**config.mk**
```make
export PLATFORM = sky130hd
export DESIGN_NAME = mem_port_arbiter
export DESIGN_NICKNAME = d
export VERILOG_FILES = /design/src/rtl/mem_port_arbiter.sv
export SDC_FILE = /design/constraint.sdc
export NUM_CORES = 1
export LEC_CHECK = 0
export CAP_MARGIN = 20
export CORE_AREA = 2 2 123 125
export DETAILED_ROUTE_END_ITERATION = 8
export DIE_AREA = 0 0 125 127
export HOLD_SLACK_MARGIN = 0.1
export PLACE_DENSITY = 0.87
export SYNTH_ARGS = -nofsm -noshare
export SYNTH_HDL_FRONTEND = slang
export SYNTH_SLANG_ARGS = --single-unit
export TNS_END_PERCENT = 100
```
**constraint.sdc**
```tcl
create_clock -name clk -period 1.9 [get_ports clk]
set_clock_uncertainty 0.1 [all_clocks]
set_input_delay 0.38 -clock clk [delete_from_list [all_inputs] [get_ports clk]]
set_output_delay 0.38 -clock clk [all_outputs]
set_load 0.03 [all_outputs]
```
**src/rtl/mem_port_arbiter.sv**
```systemverilog
// Arbitrates one single-ported memory bus between the fetch (IF) and MEM stages.
// MEM has priority; a saturating starvation counter forces an IF grant after STARVE_MAX MEM wins.
module mem_port_arbiter #(
  parameter int unsigned ADDR_W     = 32,
  parameter int unsigned DATA_W     = 32,
  parameter int unsigned STARVE_MAX = 4
) (
  input  logic                  clk,
  input  logic                  reset,
  input  logic                  if_req,
  input  logic [ADDR_W-1:0]     if_addr,
  input  logic                  if_flush,
  output logic                  if_done,
  output logic [DATA_W-1:0]     if_rdata,
  input  logic                  mem_req,
  input  logic                  mem_we,
  input  logic [ADDR_W-1:0]     mem_addr,
  input  logic [DATA_W-1:0]     mem_wdata,
  input  logic [(DATA_W/8)-1:0] mem_wstrb,
  output logic                  mem_done,
  output logic [DATA_W-1:0]     mem_rdata,
  output logic                  bus_req,
  output logic                  bus_we,
  output logic [ADDR_W-1:0]     bus_addr,
  output logic [DATA_W-1:0]     bus_wdata,
  output logic [(DATA_W/8)-1:0] bus_wstrb,
  input  logic                  bus_gnt,
  input  logic                  bus_rvalid,
  input  logic [DATA_W-1:0]     bus_rdata
);

  localparam int unsigned STRB_W = DATA_W / 8;
  localparam int unsigned CNT_W  = $clog2(STARVE_MAX + 1);

  typedef enum logic [1:0] {IDLE, REQ, RESP} state_t;
  typedef enum logic [1:0] {OWN_NONE, OWN_IF, OWN_MEM} owner_t;

  state_t              state, state_nxt;
  owner_t              owner, owner_nxt;
  logic                drop, drop_nxt;
  logic [CNT_W-1:0]    starve_cnt, starve_nxt;
  logic                if_done_nxt, mem_done_nxt, bus_req_nxt, bus_we_nxt;
  logic [DATA_W-1:0]   if_rdata_nxt, mem_rdata_nxt, bus_wdata_nxt;
  logic [ADDR_W-1:0]   bus_addr_nxt;
  logic [STRB_W-1:0]   bus_wstrb_nxt;

  logic if_req_eff, starved, mem_win, if_win, pick_mem, pick_if;

  // The raw winner is computed first; a winner that is being handed its done this
  // cycle is still presenting its stale request, so nobody is granted that cycle.
  assign if_req_eff = if_req && !if_flush;
  assign starved    = starve_cnt >= CNT_W'(STARVE_MAX);
  assign mem_win    = mem_req && (!if_req_eff || !starved);
  assign if_win     = if_req_eff && !mem_win;
  assign pick_mem   = mem_win && !mem_done;
  assign pick_if    = if_win && !if_done;

  // State and output registers
  always_ff @(posedge clk or negedge reset) begin
    if (!reset) begin
      state      <= IDLE;
      owner      <= OWN_NONE;
      drop       <= 1'b0;
      starve_cnt <= '0;
      if_done    <= 1'b0;
      if_rdata   <= '0;
      mem_done   <= 1'b0;
      mem_rdata  <= '0;
      bus_req    <= 1'b0;
      bus_we     <= 1'b0;
      bus_addr   <= '0;
      bus_wdata  <= '0;
      bus_wstrb  <= '0;
    end else begin
      state      <= state_nxt;
      owner      <= owner_nxt;
      drop       <= drop_nxt;
      starve_cnt <= starve_nxt;
      if_done    <= if_done_nxt;
      if_rdata   <= if_rdata_nxt;
      mem_done   <= mem_done_nxt;
      mem_rdata  <= mem_rdata_nxt;
      bus_req    <= bus_req_nxt;
      bus_we     <= bus_we_nxt;
      bus_addr   <= bus_addr_nxt;
      bus_wdata  <= bus_wdata_nxt;
      bus_wstrb  <= bus_wstrb_nxt;
    end
  end

  // Next-state and next-output logic
  always_comb begin
    state_nxt     = state;
    owner_nxt     = owner;
    drop_nxt      = drop;
    starve_nxt    = starve_cnt;
    if_done_nxt   = 1'b0;
    mem_done_nxt  = 1'b0;
    if_rdata_nxt  = if_rdata;
    mem_rdata_nxt = mem_rdata;
    bus_req_nxt   = bus_req;
    bus_we_nxt    = bus_we;
    bus_addr_nxt  = bus_addr;
    bus_wdata_nxt = bus_wdata;
    bus_wstrb_nxt = bus_wstrb;

    case (state)
      IDLE: begin
        if (!if_req_eff) starve_nxt = '0;
        if (pick_mem) begin
          state_nxt     = REQ;
          owner_nxt     = OWN_MEM;
          bus_req_nxt   = 1'b1;
          bus_we_nxt    = mem_we;
          bus_addr_nxt  = mem_addr;
          bus_wdata_nxt = mem_wdata;
          bus_wstrb_nxt = mem_wstrb;
          if (if_req_eff && !starved) starve_nxt = starve_cnt + CNT_W'(1);
        end else if (pick_if) begin
          state_nxt     = REQ;
          owner_nxt     = OWN_IF;
          bus_req_nxt   = 1'b1;
          bus_we_nxt    = 1'b0;
          bus_addr_nxt  = if_addr;
          bus_wdata_nxt = '0;
          bus_wstrb_nxt = '0;
          starve_nxt    = '0;
        end
      end
      REQ: begin
        if (owner == OWN_IF && if_flush) drop_nxt = 1'b1;
        if (bus_gnt) begin
          bus_req_nxt = 1'b0;
          state_nxt   = RESP;
        end
      end
      RESP: begin
        if (owner == OWN_IF && if_flush) drop_nxt = 1'b1;
        if (bus_rvalid) begin
          if (owner == OWN_MEM) begin
            mem_rdata_nxt = bus_rdata;
            mem_done_nxt  = 1'b1;
          end else if (owner == OWN_IF && !drop && !if_flush) begin
            if_rdata_nxt = bus_rdata;
            if_done_nxt  = 1'b1;
          end
          state_nxt = IDLE;
          owner_nxt = OWN_NONE;
          drop_nxt  = 1'b0;
        end
      end
      default: state_nxt = IDLE;
    endcase
  end

endmodule

```
== After elaboration in Yosys (flattened, before gate mapping) ==
Index checks and enable logic that the tools add are counted.
Word-level totals
  register bits after elaboration: 144
  word-level logic and storage cells: 84
  input port bits: 140
  output and inout bits: 136
Cells by class
  bitwise operators: 1
  mux-type cells: 33
  magnitude comparators: 1
  equality and inequality tests: 7
  reduce and logical (&&, ||, !) cells: 28
  add/subtract/negate cells: 1
Operators with widths (number)
  two-way mux 32 bit: 4
  two-way mux 1 bit: 14
  two-way mux 3 bit: 4
  AND reduction 3 bit: 4
  two-way mux 2 bit: 5
  logical AND 1 bit: 9
  two-way mux 4 bit: 2
  nonzero test 2 bit: 4
  logical NOT 1 bit: 7
  one-hot mux 2 bit (3 select lines): 1
  equality test 2 x 1 -> 1 bit (second input constant): 2
  equality test 2 bit (second input constant): 2
  != test 2 bit (second input constant): 2
  one-hot mux 1 bit (2 select lines): 2
  one-hot mux 2 bit (2 select lines): 1
  AND reduction 4 bit: 1
  adder 3 x 1 -> 3 bit (second input constant): 1
  >= comparator 3 bit (second input constant): 1
  != test 3 bit (second input constant): 1
  logical NOT 2 bit: 1
  AND reduction 2 bit: 1
  logical OR 1 bit: 1
  NOT 1 bit: 1

== Logic depth before layout (Yosys ltp) ==
  word-level depth: 11
  gate-level depth with buffers: 8

== Worst setup path before layout ==
No wires, ideal clock.
  path kind: reg-to-reg
  from: reg mem_done
  to: reg bus_addr[0]
  buffers on the path: 2
  setup time: 0.141 ns
  arrival time: 1.564 ns
  required time: 1.659 ns
  slack: 0.095 ns
  cell stages (with the launch flop): 7
  cells stage by stage: dfrtp_1 nand2b_1 or2_2 buf_2 buf_6 mux2i_1 a31oi_1
Between the ends
  word-level cells in the longest chain between the ends: 4
  elaborated cells on any way between the ends: 5
  those cells by class: 1 x mux; 4 x reduce/logical
RTL lines
  start, declared: RTL line 20  | output logic mem_done,
  start signal, assigned: RTL line 81  | mem_done <= mem_done_nxt;
  logical NOT 1 bit *: RTL line 55  | assign pick_mem = mem_win && !mem_done;
  logical AND 1 bit *: RTL line 55
  nonzero test 2 bit (no source line)
  AND reduction 2 bit (no source line)
  end signal, assigned: RTL line 85  | bus_addr <= bus_addr_nxt;
  end, declared: RTL line 24  | output logic [ADDR_W-1:0] bus_addr,
Every way passes the cells marked *; elsewhere a longest branch is shown, timed or not.
A chain may end at the register's enable or synchronous reset.

== Worst setup path in the final report ==
  from: in if_req
  to: reg bus_addr[0]
Between the ends
  word-level cells in the longest chain between the ends: 9
  elaborated cells on any way between the ends: 11
  those cells by class: 1 x mux; 10 x reduce/logical
RTL lines
  start, declared: RTL line 10  | input logic if_req,
  logical AND 1 bit *: RTL line 51  | assign if_req_eff = if_req && !if_flush;
  logical NOT 1 bit
  logical OR 1 bit: RTL line 53  | assign mem_win = mem_req && (!if_req_eff || !starved);
  logical AND 1 bit: RTL line 53
  logical NOT 1 bit: RTL line 54  | assign if_win = if_req_eff && !mem_win;
  logical AND 1 bit: RTL line 54
  logical AND 1 bit: RTL line 56  | assign pick_if = if_win && !if_done;
  nonzero test 2 bit (no source line)
  AND reduction 2 bit (no source line)
Marks and branches as above.

==> results.rst <==
.. list-table::
   :header-rows: 1

   * - Metric
     - Value
   * - Tightest Hold Check Type
     - input port to async pin
   * - Final worst-path cycle share
     - 0.9543
   * - Core Region
     - 14420 um2
   * - Setup slack of the critical path after layout
     - 86.84 ps
   * - Arrival time of data at the critical path endpoint
     - 1990 ps
   * - Proportion of netlist area held by the largest area contributor
     - 0.6147
   * - Max Slew Vio Count
     - 0
   * - Flip-flop and latch count after synthesis
     - 144
   * - Area taken by multi-input logic gates
     - 2069 um2
   * - Setup repair after global routing missed its margin
     - no
   * - Area Growth Syn to Fin
     - 61.05%
   * - Syn Area/Cell
     - 12.01 um2
   * - Run status
     - complete, no violations
   * - First-pass GRT wire length
     - 27.80 mm
   * - Minimum period implied by the final worst setup slack
     - 1813 ps
   * - Drt wl/cell
     - 17.69 um
   * - Area of the mapped netlist
     - 5862 um2
   * - Overall power
     - 0.01571 W
   * - Kind of critical path
     - input port to flop
   * - Post-CTS clock slew at the launch and capture registers of the worst setup and hold paths
     - 60 ps
   * - Synth unique cells
     - 33
   * - Startpoint type of the worst setup path
     - input port
   * - Number of DRC violations after detailed routing
     - 0
   * - Clock tree root buffer cell
     - sky130_fd_sc_hd__clkbuf_16
   * - Number of enable flip-flop cells after synthesis
     - 0
   * - Power per Cell Area
     - 1664 nW/um2
   * - Horizontal extent of the die
     - 125 um
   * - CP endpoint kind
     - flop
   * - Total I/O pin count
     - 276
   * - Least-Margin Pin Slew
     - 377.2 ps
   * - Fraction of final layout cells sized beyond drive strength 1
     - 0.1196
   * - Clock tree from TritonCTS
     - built
   * - Dominant cell by count in the synthesized netlist
     - sky130_fd_sc_hd__dfrtp_1
   * - Half-perimeter wire length of the detailed placement result
     - 12.24 mm
   * - Clock latency of the later-clocked register in the worst-skew pair
     - 410 ps
   * - Utilization after layout
     - 0.6545
   * - Starting utilization of the core area
     - 0.4064
   * - Antenna Cells
     - 0
   * - Total die area
     - 15880 um2
   * - Area leader, netlist
     - sky130_fd_sc_hd__dfrtp_1
   * - Final hold violation count
     - 0
   * - Ranking of synthesized cells by area
     - sky130_fd_sc_hd__dfrtp_1 61%, sky130_fd_sc_hd__mux2_2 6.3%, sky130_fd_sc_hd__nand2_1 6.2%
   * - Count of non-filler cells in the finished layout
     - 970
   * - Most used flip-flop cell after synthesis
     - sky130_fd_sc_hd__dfrtp_1
   * - Max-capacitance violation count
     - 0
   * - Vias in the first global route
     - 5333
   * - Detailed-route via count
     - 5008
   * - Floorplan die height
     - 127 um
   * - H-tree level count
     - 4
   * - Post-Synthesis Net Count
     - 633
   * - Async set-or-reset flop fraction in the synthesized netlist
     - 1.000
   * - Most used standard cells in the synthesized netlist
     - 144 x sky130_fd_sc_hd__dfrtp_1, 97 x sky130_fd_sc_hd__nand2_1, 38 x sky130_fd_sc_hd__a22o_1
   * - Max Fanout on Critical Path
     - 32
   * - Reg area
     - 3603 um2
   * - Number of core rows
     - 44
   * - CP required
     - 2080 ps
   * - Clk sink count
     - 144
   * - Violation count after the first detailed-route iteration
     - 257
   * - Routed vias/inst
     - 5.163
   * - Highest achievable clock rate
     - 0.5515 GHz
   * - Routability-driven placement congestion ratio
     - 0.7932
   * - Hold slack
     - 330.7 ps
   * - Buffers inserted during post-CTS setup optimization
     - 0
   * - Antenna-violating nets left
     - 0
   * - Total of fill cells in the finished design
     - 1179
   * - Static leakage
     - 4.710 nW
   * - Synthesized instance count
     - 488
   * - Relative max-transition margin
     - 0.7462
   * - IO Port Bufs
     - 275
   * - Total routing resource utilization after global routing
     - 0.2212
   * - # setup viols final
     - 0
   * - IR drop worst, VDD
     - 1.052 mV
   * - Number of CTS-inserted buffers
     - 17
   * - Final-stage net count
     - 918
   * - Maximum clock path buffer count
     - 2
   * - Total length of routed wires
     - 17.16 mm
   * - Aggregate global routing overflow
     - 0
   * - Initial antenna violation count
     - 0
   * - Synth warn
     - 0
   * - Worst-case setup slack after placement
     - -330.2 ps
   * - Largest net degree at the start of global routing
     - 66
   * - Fraction of the yosys area taken by sequential cells
     - 0.6147
   * - 1st-pass router iterations
     - 4
   * - Cell count after placement
     - 937
layout make-up:
| cell class | count | area share |
|---|---|---|
| Clock buffer | 24 | 0.04997 |
| Multi-Input combinational cell | 302 | 0.2192 |
| Timing Repair Buffer | 301 | 0.3083 |
| Inverter | 7 | 0.002783 |
| Sequential cell | 144 | 0.3817 |
| Tap cell | 184 | 0.02439 |
| Clock inverter | 8 | 0.01365 |
state kept, by name, indices dropped and copies added (netlist names):
signal / count
bus_wdata: 32
owner: 2
mem_done: 1
bus_we: 1
if_rdata: 32
if_done: 1
bus_addr: 32
mem_rdata: 32
state: 2
drop: 1
starve_cnt: 3
bus_wstrb: 4
bus_req: 1
final timing paths:
kind                                       to  slack (ps)  cells after the start     startpoint
worst max-delay path              bus_addr[0]          90                      6         if_req
worst min-delay path             bus_addr[19]         330                      2          reset
worst max register to register    bus_addr[0]         140                      5  starve_cnt[2]
worst min register to register  mem_rdata[13]         370                      2  mem_rdata[13]
max in group asynchronous        mem_rdata[4]         760                      3          reset
min in group clk                mem_rdata[13]         370                      2  mem_rdata[13]
cells by family (layout without fill, tap and decap cells):
group | Yosys count | count (layout) | synth area share
compound gates | 119 | 119 | 0.1411
simple gates | 112 | 112 | 0.07962
fa+ha+maj | 5 | 5 | 0.01067
buf+inv | 42 | 340 | 0.03394
flops | 144 | 144 | 0.6147
mux | 66 | 66 | 0.1200
worst max-delay path, cell delays in order:
cell                              delay (ps)
sky130_fd_sc_hd__clkdlybuf4s50_1         560
sky130_fd_sc_hd__and3b_1                 260
sky130_fd_sc_hd__or2_2                   160
sky130_fd_sc_hd__buf_12                  220
sky130_fd_sc_hd__mux2i_1                 250
sky130_fd_sc_hd__a31oi_1                 110
routing by layer:
layer | vias up | wire length (um) | track usage
li1 | 2317 | - | -
met1 | 2423 | 6904 | 0.2628
met2 | 235 | 8379 | 0.3683
met3 | 33 | 1444 | 0.08585
met4 | 0 | 433 | 0.07974
met5 | - | 0 | 0
through the flow:
stage	area, um2	TNS, ps
after floorplan	5862	0
after global placement	8994	-20370
after detailed placement	8994	-21990
after CTS	9434	0
after global routing	9440	0
final	9440	0
what timing repair did:
item                                   CTS  global route
gates resized for setup                136             2
pin swaps                                0             2
setup endpoints to repair              136            17
endpoints found under the hold margin   29             0
hold buffers                             1             0
cell usage in the layout (no fill, tap or decap), types with 6 or more instances in the layout:
cell	n
sky130_fd_sc_hd__clkbuf_16	17
sky130_fd_sc_hd__inv_1	6
sky130_fd_sc_hd__dlygate4sd2_1	136
sky130_fd_sc_hd__mux2_2	33
sky130_fd_sc_hd__dfrtp_1	144
sky130_fd_sc_hd__clkdlybuf4s50_1	138
sky130_fd_sc_hd__buf_4	14
sky130_fd_sc_hd__buf_12	10
sky130_fd_sc_hd__a21oi_1	35
sky130_fd_sc_hd__nand2_1	97
sky130_fd_sc_hd__mux2i_1	32
sky130_fd_sc_hd__a22o_1	38
sky130_fd_sc_hd__a31oi_1	34
power breakdown:
part | leakage, nW | internal [W] | total [W] | switching (W)
logic | 2.62 | 0.00266 | 0.00724 | 0.00457
registers | 1.80 | 0.00438 | 0.00506 | 0.000679
clock network | 0.289 | 0.00214 | 0.00341 | 0.00127
total | 4.71 | 0.00919 | 0.0157 | 0.00652
No activity file was read; power rests on OpenSTA's default activity.
